**src/rtl/seq_div_ctrl.sv**
```systemverilog
// Iterative unsigned restoring divider: one shared subtractor, one quotient bit per clock,
// start/ready/done handshake. Results and div_by_zero are held until the next completion.
module seq_div_ctrl #(
  parameter int unsigned WIDTH = 4
) (
  input  logic             clk,
  input  logic             rst,
  input  logic             start,
  input  logic [WIDTH-1:0] dividend,
  input  logic [WIDTH-1:0] divisor,
  output logic             ready,
  output logic             done,
  output logic [WIDTH-1:0] quotient,
  output logic [WIDTH-1:0] remainder,
  output logic             div_by_zero
);

  localparam int unsigned CntW = (WIDTH > 2) ? $clog2(WIDTH) : 1;

  typedef enum logic [1:0] {StIdle, StCalc, StDone} state_e;

  state_e            state_q;
  logic [WIDTH-1:0]  q_q;
  logic [WIDTH-1:0]  d_q;
  // Stored remainder is always < D, so WIDTH bits suffice; only the shifted value needs WIDTH+1.
  logic [WIDTH-1:0]  r_q;
  logic [CntW-1:0]   cnt_q;
  logic              dz_q;

  logic [WIDTH:0]    rs;
  logic [WIDTH+1:0]  sum;
  logic              no_borrow;

  // Shared subtractor: Rs - D as Rs + ~{0,D} + 1; carry-out set means Rs >= D.
  always_comb begin
    rs        = {r_q, q_q[WIDTH-1]};
    sum       = {1'b0, rs} + {1'b0, ~{1'b0, d_q}} + {{(WIDTH+1){1'b0}}, 1'b1};
    // Without a borrow the difference is < D, so its top bit is necessarily clear.
    no_borrow = sum[WIDTH+1] & ~sum[WIDTH];
  end

  always_ff @(posedge clk) begin
    if (rst) begin
      state_q     <= StIdle;
      ready       <= 1'b1;
      done        <= 1'b0;
      quotient    <= '0;
      remainder   <= '0;
      div_by_zero <= 1'b0;
      q_q         <= '0;
      d_q         <= '0;
      r_q         <= '0;
      cnt_q       <= '0;
      dz_q        <= 1'b0;
    end else begin
      done <= 1'b0;
      case (state_q)
        StIdle: begin
          if (!ready) begin
            // Cycle following the done pulse: reopen for requests.
            ready <= 1'b1;
          end else if (start) begin
            q_q     <= dividend;
            d_q     <= divisor;
            r_q     <= '0;
            cnt_q   <= CntW'(WIDTH - 1);
            dz_q    <= (divisor == '0);
            ready   <= 1'b0;
            state_q <= (divisor == '0) ? StDone : StCalc;
          end
        end
        StCalc: begin
          r_q   <= no_borrow ? sum[WIDTH-1:0] : rs[WIDTH-1:0];
          q_q   <= {q_q[WIDTH-2:0], no_borrow};
          cnt_q <= cnt_q - CntW'(1);
          if (cnt_q == '0) begin
            state_q <= StDone;
          end
        end
        StDone: begin
          done <= 1'b1;
          if (dz_q) begin
            // Q still holds the untouched dividend on the divide-by-zero path.
            quotient    <= '1;
            remainder   <= q_q;
            div_by_zero <= 1'b1;
          end else begin
            quotient    <= q_q;
            remainder   <= r_q;
            div_by_zero <= 1'b0;
          end
          state_q <= StIdle;
        end
        default: begin
          state_q <= StIdle;
        end
      endcase
    end
  end

endmodule

```
**config.mk**
```make
export PLATFORM = sky130hd
export DESIGN_NAME = seq_div_ctrl
export DESIGN_NICKNAME = d
export VERILOG_FILES = /design/src/rtl/seq_div_ctrl.sv
export SDC_FILE = /design/constraint.sdc
export NUM_CORES = 1
export LEC_CHECK = 0
export ABC_CLOCK_PERIOD_IN_PS = 2420
export BUFFER_PORTS_ARGS = -buffer_cell sky130_fd_sc_hd__buf_2
export CELL_PAD_IN_SITES_DETAIL_PLACEMENT = 1
export CELL_PAD_IN_SITES_GLOBAL_PLACEMENT = 2
export CORE_MARGIN = 4
export CORE_UTILIZATION = 33
export CTS_CLUSTER_SIZE = 40
export DETAILED_ROUTE_END_ITERATION = 10
export GPL_TIMING_DRIVEN = 0
export PLACE_DENSITY = 0.74
export SYNTH_ARGS = -nofsm -noshare
export SYNTH_HDL_FRONTEND = slang
export SYNTH_SLANG_ARGS = --single-unit
```
**constraint.sdc**
```tcl
create_clock -name clk -period 2.42 [get_ports clk]
set_input_delay 0.121 -clock clk [delete_from_list [all_inputs] [get_ports clk]]
set_output_delay 0.121 -clock clk [all_outputs]
set_load 0.05 [all_outputs]
```
* After elaboration in Yosys (flattened, before gate mapping)
Index checks and enable logic that the tools add are counted.
Cells by class: add/sub/neg operators 3, muxes and demuxes 21, eq/ne operators 5, bitwise operators 3, reduce and logical (&&, ||, !) cells 7
Operators with widths (count):
- 4-bit two-way mux | 7
- 4-bit case mux with 2 select lines | 2
- 2-bit two-way mux | 6
- 3-bit AND reduction | 3
- 2-bit case mux with 2 select lines | 2
- 5-bit by 5-bit adder with 6-bit output | 1
- 6-bit by 1-bit adder with 6-bit output (second input constant) | 1
- 2-bit inequality test (second input constant) | 3
- 4-bit NOT with 5-bit output | 1
- 2-bit logical NOT | 2
- 4-bit logical NOT | 1
- 1-bit two-way mux | 4
- 2-bit by 1-bit == test with 1-bit output (second input constant) | 1
- 2-bit == test (second input constant) | 1
- 2-bit nonzero test | 1
- 2-bit by 1-bit subtractor with 2-bit output (second input constant) | 1
- 1-bit AND | 1
- 1-bit NOT | 1
Storage, ports and cells: flip-flop bits (word level) 28, word-level logic and storage cells 50, output and inout bits 11

* Logic depth before layout (Yosys ltp)
Gate-level depths: netlist (run 1).
word-level depth 7, depth in mapped cells 8, gate-level depth less buffers 8

* Least setup slack after synthesis (run 1)
OpenSTA, ideal clock, no wires.
kind flip-flop to flip-flop, start register q_q[3], end register r_q[0], data required time 2303 ps, cell stages (with the launch flop) 9, setup slack 561 ps, library setup time 117 ps, period minus slack after synthesis 1859 ps, arrival time 1743 ps, buffers on the path 0, path through dfxtp_1 > inv_1 > ha_1 > fa_1 > nor2b_1 > o311ai_1 > o21bai_4 > mux2i_1 > a22o_1
On the way: cells in the longest elaborated chain, start to end 6
RTL lines:
- start: declaration | line 23 | logic [WIDTH-1:0] q_q;
- start signal: assignment | line 63 | q_q <= dividend;
- start signal: assignment | line 74 | q_q <= {q_q[WIDTH-2:0], no_borrow};
- 5-bit by 5-bit adder with 6-bit output | line 37 | sum = {1'b0, rs} + {1'b0, ~{1'b0, d_q}} + {{(WIDTH+1){1'b0}}, 1'b1};
- 6-bit by 1-bit adder with 6-bit output | line 37
- 1-bit NOT | line 39 | no_borrow = sum[WIDTH+1] & ~sum[WIDTH];
- 1-bit AND | line 39
- 4-bit two-way mux (*) | line 73 | r_q <= no_borrow ? sum[WIDTH-1:0] : rs[WIDTH-1:0];
- 4-bit case mux with 2 select lines (*) | line 57 | case (state_q)
- end signal: assignment | line 73
- end: declaration | line 26 | logic [WIDTH-1:0] r_q;
Every way passes the cells marked *; elsewhere a longest branch is shown, timed or not. A chain may end at the register's enable or synchronous reset.

* Worst setup path in the final report (run 1)
Same ends and word-level chain as after synthesis.

==> run_results.csv, run 1 <==
group,metric,value,unit
cts,post_cts_resized,0,
timing,rsz0062_at_grt,"false",
worst_setup_path,worstPathCellList,"inv_1, ha_1, fa_1, nor2b_1, o21ai_0, o21bai_4, mux2i_1, a22o_1",
yosys,netlist_instances,144,
global_route,grt_pass1_wl,5.20,mm
layout,drive_gt1_share,17.3,%
layout,antenna_cells,0,
worst_setup_path,crit_arrival,2.33,ns
drt,drcViolationCount,0,
layout,synthToLayoutAreaGrowth,16.4,%
global_route,grt_pass1_vias,1131,
global_route,overflow,0,
yosys,synth_seq_cells,28,
yosys,syn_nets,161,
global_route,antenna_found_initial,0,
timing,fin_crit,2.11,ns
yosys,ys.flop_type,"dfxtp_1",
cts,postCtsSetupBuffers,0,
timing,tightest_slew,0.614,ns
worst_setup_path,slowest_stage,"fa_1",
floorplan,start_util,35.1,%
worst_hold_path,hold_class,"in2reg",
timing,slew_headroom,58.9,%
place,port_buffers,20,
drt,vias,1060,
power_and_ir_drop,total_power,0.00111,W
cts,numCtsBuffers,3,
timing,finalCritPeriodShare,87.2,%
yosys,yosysMostFrequentCell,"nor2_1",
yosys,syn-cell-area,0.00131,sq mm
yosys,ys_types,26,
place,place_area,0.00147,sq mm
outcome,status,"finished, final reports clean",
global_route,grt.total_usage,12.7,%
timing,finalMaxSlewViolations,0,
worst_setup_path,slowest_delay,0.42,ns
timing,finalHoldViolCount,0,
cts,tritoncts,"yes",
yosys,syn_avg_cell_area,9.12,sq um
drt,drt_iter0_markers,49,
yosys,synth_common_cells,"nor2_1 (31), dfxtp_1 (28), mux2i_1 (15)",
drt,ant_nets,0,
worst_setup_path,cp-start-kind,"register",
layout,final_util,40.8,%
yosys,yosysWarnings,0,
timing,fmax,0.474,GHz
worst_setup_path,path_max_fanout,7,
cts,ctsHtreeMaxLevel,1,
cts,insertion_delay,0.27,ns
yosys,seq_area_frac_synth,42.7,%
power_and_ir_drop,leakage,0.635,nW
floorplan,core,0.00374,sq mm
worst_setup_path,crit_path_end_kind,"register",
floorplan,die_h,71.1,um
floorplan,die_area,0.00505,sq mm
yosys,synthTopCellsByArea,"dfxtp_1 (43%), mux2i_1 (11%), nor2_1 (8.9%), a211oi_1 (6.9%), ha_1 (4.8%)",
drt,drt-pass1-iter-count,2,
worst_setup_path,path_class,"reg2reg",
worst_setup_path,crit_required,2.64,ns
yosys,yosysTopAreaCell,"dfxtp_1",
layout,fillCellCount,461,
global_route,grt_max_degree,16,
floorplan,io_pins,22,
power_and_ir_drop,power_density,726,mW/mm^2
place,place_ws,0.303,ns
run,maxCapViolCount,0,
yosys,synth_edf_count,0,
timing,setup_ws,0.309,ns
timing,clock_skew,0.00523,ns
layout,nets,186,
drt,wl,3.07,mm
cts,cts_buffer_depth,2,
cts,clock_sinks,28,
floorplan,num_rows,22,
drt,via_per_inst,4.91,
place,gp_congestion,0.710,
layout,design_area,0.00153,sq mm
yosys,ys_async_sr_fraction,0,%
cts,cts.clk_slew.worst_paths,0.10,ns
timing,setup_viol,0,
floorplan,dieWidth,71.1,um
timing,finalSetupTns,0,ns
yosys,synth_top_area_share,42.7,%
cts,cts.hold.buffers_added,0,
power_and_ir_drop,ir_worst_vdd,0.212,mV
drt,wl_per_cell,14.2,um
place,dpl.hpwl,2.43,mm
cts,clockRootBuffer,"clkbuf_8",
power by group:
part / switching (W) / internal (W) / total [W]
combinational: 0.000176 / 0.000114 / 0.000290
sequential: 0.0000312 / 0.000500 / 0.000531
clock: 0.000144 / 0.000146 / 0.000290
total: 0.000352 / 0.000759 / 0.00111
state kept, by name (all words and copies together), names as in the netlist:
signal,cells
quotient,4
r_q,4
div_by_zero,1
d_q,4
done,1
dz_q,1
q_q,4
state_q,2
remainder,4
ready,1
cnt_q,2
final cells by class:
cell class                      instances  area (sq um)  share of cell area [%]
Multi-Input combinational cell        101           693                    45.3
Sequential cell                        28           561                    36.7
Timing Repair Buffer                   20           100                    6.55
Tap cell                               48          60.1                    3.93
Clock buffer                            4          55.1                    3.60
Buffer                                  7          30.0                    1.96
Inverter                                8          30.0                    1.96
layout by cell type, fill, tap and decap left out, drive strengths merged, types with 5 or more instances in the layout:
cell	instances
ha	5
clkbuf	8
inv	8
nor2	31
mux2i	15
dfxtp	28
a211oi	12
buf	23
cells by family (layout without fill, tap and decap cells):
| family | count (synthesis) | count (layout) | share of synthesized area (%) |
|---|---|---|---|
| xor gates and xnor gates | 3 | 3 | 2.00 |
| adders and majority gates | 6 | 6 | 6.29 |
| DFF | 28 | 28 | 42.7 |
| muxes | 15 | 15 | 11.4 |
| and+or+nand+nor | 52 | 52 | 17.9 |
| AOI/OAI and AO/OA | 25 | 25 | 15.1 |
| buffers and inverters | 15 | 39 | 4.57 |
routing by layer:
metal / track usage, % / part of all wire (%)
met4: 3.13 / 0.55
met3: 2.27 / 4.2
met1: 15.8 / 47
met5: 0 / 0
met2: 22.6 / 48
path summary, 6_finish.rpt:
kind                start      endpoint  slack, ns  cells past startpoint
max                q_q[3]        r_q[0]       0.31                      8
min            divisor[2]        d_q[2]       0.10                      3
max reg2reg        q_q[3]        r_q[0]       0.31                      8
min reg2reg  remainder[3]  remainder[3]       0.51                      2
metrics by stage:
step	instances	hold slack, ns
after global placement	212	0.373
after global routing	216	0.100
after floorplan	144	0.265
after detailed placement	212	0.388
after CTS	216	0.0959
final	216	0.101
critical path: cells and delay by family (launching register included):
family | cells | cell delay (ns)
compound gates | 3 | 0.52
fa+ha+maj | 2 | 0.66
buf+inv | 1 | 0.09
flops | 1 | 0.41
mux | 1 | 0.23
simple gates | 1 | 0.16
Note: power is estimated with default switching activity, not from simulation.
==> run 2: changes to the inputs <==
--- a/config.mk
+++ b/config.mk
@@ -15,6 +15,7 @@
 export DETAILED_ROUTE_END_ITERATION = 10
 export GPL_TIMING_DRIVEN = 0
 export PLACE_DENSITY = 0.74
+export RECOVER_POWER = 25
 export SYNTH_ARGS = -nofsm -noshare
 export SYNTH_HDL_FRONTEND = slang
 export SYNTH_SLANG_ARGS = --single-unit
==> run_results.csv, run 2 (same netlist as run 1, synthesis figures left out) <==
group,metric,value,unit
floorplan,start_util,35.1,%
power_and_ir_drop,ir_worst_vdd,0.211,mV
floorplan,die_area,0.00505,sq mm
power_and_ir_drop,leakage,0.597,nW
power_and_ir_drop,p_int,0.000757,W
global_route,antenna_found_initial,0,
drt,wl_met2,1.48,mm
timing,tightest_slew,0.604,ns
drt,via_per_inst,4.94,
drt,wl,3.07,mm
cts,cts.clk_slew.worst_paths,0.09,ns
global_route,grt_pass1_wl,5.20,mm
place,port_buffers,20,
cts,clock_sinks,28,
timing,slew_headroom,59.6,%
timing,setup_viol,0,
timing,fmax,0.474,GHz
power_and_ir_drop,p_sw,0.000348,W
cts,postCtsSetupBuffers,0,
timing,finalSetupTns,0,ns
layout,layout_common_cells,"nor2_1 (31), dfxtp_1 (28), mux2i_1 (15)",
worst_setup_path,cp-start-kind,"register",
cts,post_cts_resized,0,
global_route,grt_pass1_vias,1131,
layout,drive_gt1_share,11.9,%
power_and_ir_drop,seqPwrFrac,48.0,%
cts,clockRootBuffer,"clkbuf_8",
timing,fin_crit,2.11,ns
power_and_ir_drop,power_density,728,mW/mm^2
floorplan,core,0.00374,sq mm
cts,tritoncts,"yes",
drt,wl_met3,129,um
global_route,grt.total_usage,12.7,%
timing,finalMaxSlewViolations,0,
place,gp_congestion,0.710,
power_and_ir_drop,pwr-share-comb,26.0,%
timing,rsz0062_at_grt,"false",
drt,top_layer_used,"met4",
outcome,status,"finished, final reports clean",
floorplan,dieWidth,71.1,um
worst_setup_path,path_class,"reg2reg",
global_route,overflow,0,
worst_setup_path,crit_arrival,2.33,ns
drt,ant_nets,0,
timing,clock_skew,0.00350,ns
drt,drt_iter0_markers,47,
cts,insertion_delay,0.27,ns
timing,finalCritPeriodShare,87.2,%
worst_setup_path,crit_path_end_kind,"register",
drt,drcViolationCount,0,
cts,ctsHtreeMaxLevel,1,
place,place_ws,0.303,ns
layout,fillCellCount,464,
worst_setup_path,crit_required,2.64,ns
floorplan,die_h,71.1,um
floorplan,io_pins,22,
timing,holdWs,0.102,ns
layout,nets,186,
worst_setup_path,path_max_fanout,7,
cts,numCtsBuffers,3,
drt,wirelength_met1,1.45,mm
drt,wl_per_cell,14.2,um
timing,setup_ws,0.310,ns
cts,cts_buffer_depth,2,
worst_hold_path,hold_class,"in2reg",
layout,synthToLayoutAreaGrowth,15.5,%
run,maxCapViolCount,0,
layout,antenna_cells,0,
cts,cts.hold.buffers_added,0,
drt,drt-pass1-iter-count,2,
timing,finalHoldViolCount,0,
power_and_ir_drop,clkPwrFrac,26.0,%
global_route,grt_max_degree,16,
floorplan,num_rows,22,
drt,vias,1066,
place,dpl.hpwl,2.43,mm
layout,final_common_cell,"nor2_1",
power_and_ir_drop,swShare,31.5,%
[run 2: final timing paths]
kind	start	to	slack [ns]	cells past startpoint
setup / recovery	q_q[3]	r_q[0]	0.31	8
hold / removal	divisor[2]	d_q[2]	0.10	3
setup reg to reg	q_q[3]	r_q[0]	0.31	8
hold reg to reg	remainder[3]	remainder[3]	0.51	2
[run 2: power groups by stage]
stage / sequential [W] / clock, W / combinational [W]
finish: 0.000531 / 0.000287 / 0.000287
detailed placement: 0.000543 / 0 / 0.000296
global placement: 0.000540 / 0 / 0.000284
CTS: 0.000532 / 0.000302 / 0.000296
floorplan: 0.000570 / 0 / 0.000194
global route: 0.000537 / 0.000321 / 0.000322
[run 2: layer usage]
layer	GRT usage, %	up-vias
met4	3.13	0
met5	0	-
met2	22.6	17
li1	-	544
met3	2.27	2
met1	15.8	503
[run 2: area by class of cell]
| class | count | area (sq um) | area share [%] |
|---|---|---|---|
| timing repair buffer | 20 | 88.8 | 5.85 |
| tap | 48 | 60.1 | 3.96 |
| multi-input combinational | 101 | 693 | 45.7 |
| sequential | 28 | 561 | 36.9 |
| buffer | 7 | 30.0 | 1.98 |
| clock buffer | 4 | 55.1 | 3.63 |
| inverter | 8 | 30.0 | 1.98 |
[run 2: critical path, cell delays in order (launching register included)]
cell and delay, ns:
dfxtp_1 0.41, inv_1 0.09, ha_1 0.24, fa_1 0.42, nor2b_1 0.16, o21ai_0 0.15
o21bai_4 0.24, mux2i_1 0.23, a22o_1 0.13
[run 2: metrics by stage]
step	instances	instance area (sq um)	util [%]	total power (W)
after floorplan	144	1310	-	0.000764
after global routing	216	1520	40.5	0.00118
after CTS	216	1530	40.8	0.00113
after detailed placement	212	1470	39.4	0.000838
final	216	1520	40.5	0.00111
after global placement	212	1470	39.4	0.000823
==> run 3: changes to the inputs <==
--- a/config.mk
+++ b/config.mk
@@ -7,14 +7,12 @@
 export LEC_CHECK = 0
 export ABC_CLOCK_PERIOD_IN_PS = 2420
 export BUFFER_PORTS_ARGS = -buffer_cell sky130_fd_sc_hd__buf_2
-export CELL_PAD_IN_SITES_DETAIL_PLACEMENT = 1
-export CELL_PAD_IN_SITES_GLOBAL_PLACEMENT = 2
 export CORE_MARGIN = 4
-export CORE_UTILIZATION = 33
+export CORE_UTILIZATION = 50
 export CTS_CLUSTER_SIZE = 40
 export DETAILED_ROUTE_END_ITERATION = 10
 export GPL_TIMING_DRIVEN = 0
-export PLACE_DENSITY = 0.74
+export PLACE_DENSITY = 0.69
 export RECOVER_POWER = 25
 export SYNTH_ARGS = -nofsm -noshare
 export SYNTH_HDL_FRONTEND = slang
==> run_results.csv, run 3 (same netlist as run 1, synthesis figures left out) <==
group,metric,value,unit
layout,final_cells,198,
drt,drt-pass1-iter-count,2,
cts,postCtsSetupBuffers,0,
worst_hold_path,hold_class,"in2reg",
place,dpl.cell_count,194,
drt,drcViolationCount,0,
timing,finalHoldViolCount,0,
cts,cts.hold.buffers_added,0,
cts,clockRootBuffer,"clkbuf_4",
worst_setup_path,crit_arrival,2.39,ns
cts,post_cts_resized,0,
run,maxCapViolCount,0,
place,dpl.hpwl,1.95,mm
drt,wl,2.53,mm
timing,finalMaxSlewViolations,0,
layout,nets,186,
global_route,grt_pass1_wl,4.26,mm
worst_setup_path,crit_path_end_kind,"register",
global_route,grt_max_degree,17,
layout,layout_common_cells,"nor2_1 (31), dfxtp_1 (28), buf_2 (15), mux2i_1 (15)",
worst_setup_path,cp-start-kind,"register",
global_route,overflow,0,
power_and_ir_drop,ir_worst_vdd,0.414,mV
floorplan,die_h,59.3,um
worst_setup_path,crit_required,2.70,ns
cts,insertion_delay,0.32,ns
layout,antenna_cells,0,
worst_setup_path,worstPathCellList,"inv_1, ha_1, fa_1, nor2b_1, o21ai_0, o21bai_4, mux2i_1, a22o_1",
timing,tightest_slew,0.599,ns
layout,fillCellCount,222,
timing,setup_viol,0,
timing,finalCritPeriodShare,87.3,%
cts,cts_buffer_depth,2,
worst_setup_path,path_class,"reg2reg",
floorplan,start_util,52.6,%
timing,fin_crit,2.11,ns
drt,drt_iter0_markers,22,
timing,fmax,0.474,GHz
timing,rsz0062_at_grt,"false",
power_and_ir_drop,power_density,748,mW/mm^2
worst_setup_path,slowest_stage,"dfxtp_1",
layout,synthToLayoutAreaGrowth,13.7,%
outcome,status,"finished, final reports clean",
timing,slew_headroom,60.3,%
place,port_buffers,20,
worst_setup_path,slowest_delay,0.42,ns
layout,design_area,0.00149,sq mm
drt,wl_per_cell,12.8,um
worst_setup_path,path_max_fanout,7,
cts,ctsHtreeMaxLevel,1,
floorplan,dieWidth,59.3,um
global_route,grt.total_usage,15.7,%
cts,tritoncts,"yes",
place,gp_congestion,0.722,
power_and_ir_drop,total_power,0.00112,W
timing,clock_skew,0.000743,ns
layout,final_common_cell,"nor2_1",
drt,vias,1056,
cts,clock_sinks,28,
power_and_ir_drop,leakage,0.599,nW
cts,cts.clk_slew.worst_paths,0.15,ns
global_route,grt_pass1_vias,973,
timing,finalSetupTns,0,ns
drt,ant_nets,0,
floorplan,core,0.00250,sq mm
drt,via_per_inst,5.33,
floorplan,die_area,0.00351,sq mm
place,place_area,0.00145,sq mm
cts,numCtsBuffers,3,
floorplan,io_pins,22,
layout,drive_gt1_share,12.5,%
global_route,antenna_found_initial,0,
floorplan,num_rows,18,
==> run 3: cell count changes in the layout (fill, tap and decap cells not counted) <==
cell / previous run / this run
clkbuf_4: 0 / 3
clkbuf_1: 13 / 12
clkbuf_8: 4 / 0
buf_2: 14 / 15
bufinv_16: 0 / 1
==> run 3: final cells by class <==
type	instances	area, sq um	share of cell area (%)
multi-input cells	101	693	46.4
flip-flops and latches	28	561	37.5
repair buffers	20	90.1	6.03
well taps	30	37.5	2.51
clock inverters	1	30.0	2.01
plain buffers	7	30.0	2.01
inverters	8	30.0	2.01
clock buffers	3	22.5	1.51
==> run 3: critical path: cells and delay by family (launching register included) <==
| kind | cells | cell delay (ns) |
|---|---|---|
| and+or+nand+nor | 1 | 0.18 |
| AOI/OAI and AO/OA | 3 | 0.53 |
| DFF | 1 | 0.42 |
| buffers and inverters | 1 | 0.08 |
| muxes | 1 | 0.22 |
| adders and majority gates | 2 | 0.63 |
==> run 3: power by group <==
| group | switching, W | leakage (nW) | internal, W |
|---|---|---|---|
| sequential | 0.0000305 | 0.229 | 0.000500 |
| combinational | 0.000170 | 0.342 | 0.000112 |
| clock | 0.000138 | 0.0279 | 0.000167 |
| total | 0.000338 | 0.599 | 0.000780 |
==> run 3: metrics by stage <==
step           setup slack (ns)  hold slack (ns)  utilization [%]
2_1_floorplan             0.561            0.265                -
3_3_place_gp              0.396            0.372             58.1
3_5_place_dp              0.342            0.382             58.1
4_1_cts                   0.298           0.0299             60.2
5_1_grt                   0.167           0.0359             59.8
6_report                  0.308           0.0375             59.8
==> run 3: path summary, 6_finish.rpt <==
kind                                      to  slack (ns)          from  cells after the start
worst max-delay path                  r_q[1]        0.31        q_q[3]                      8
worst min-delay path                  d_q[3]        0.04    divisor[3]                      3
worst max register to register        r_q[1]        0.31        q_q[3]                      8
worst min register to register  remainder[2]        0.51  remainder[2]                      2
==> run 3: routing by layer <==
layer | global-route usage [%] | part of all wire [%] | up-vias
li1 | - | - | 545
met1 | 19.2 | 47 | 487
met2 | 27.1 | 48 | 20
met3 | 2.83 | 4.3 | 4
met4 | 5.83 | 1.4 | 0
met5 | 0 | 0 | -
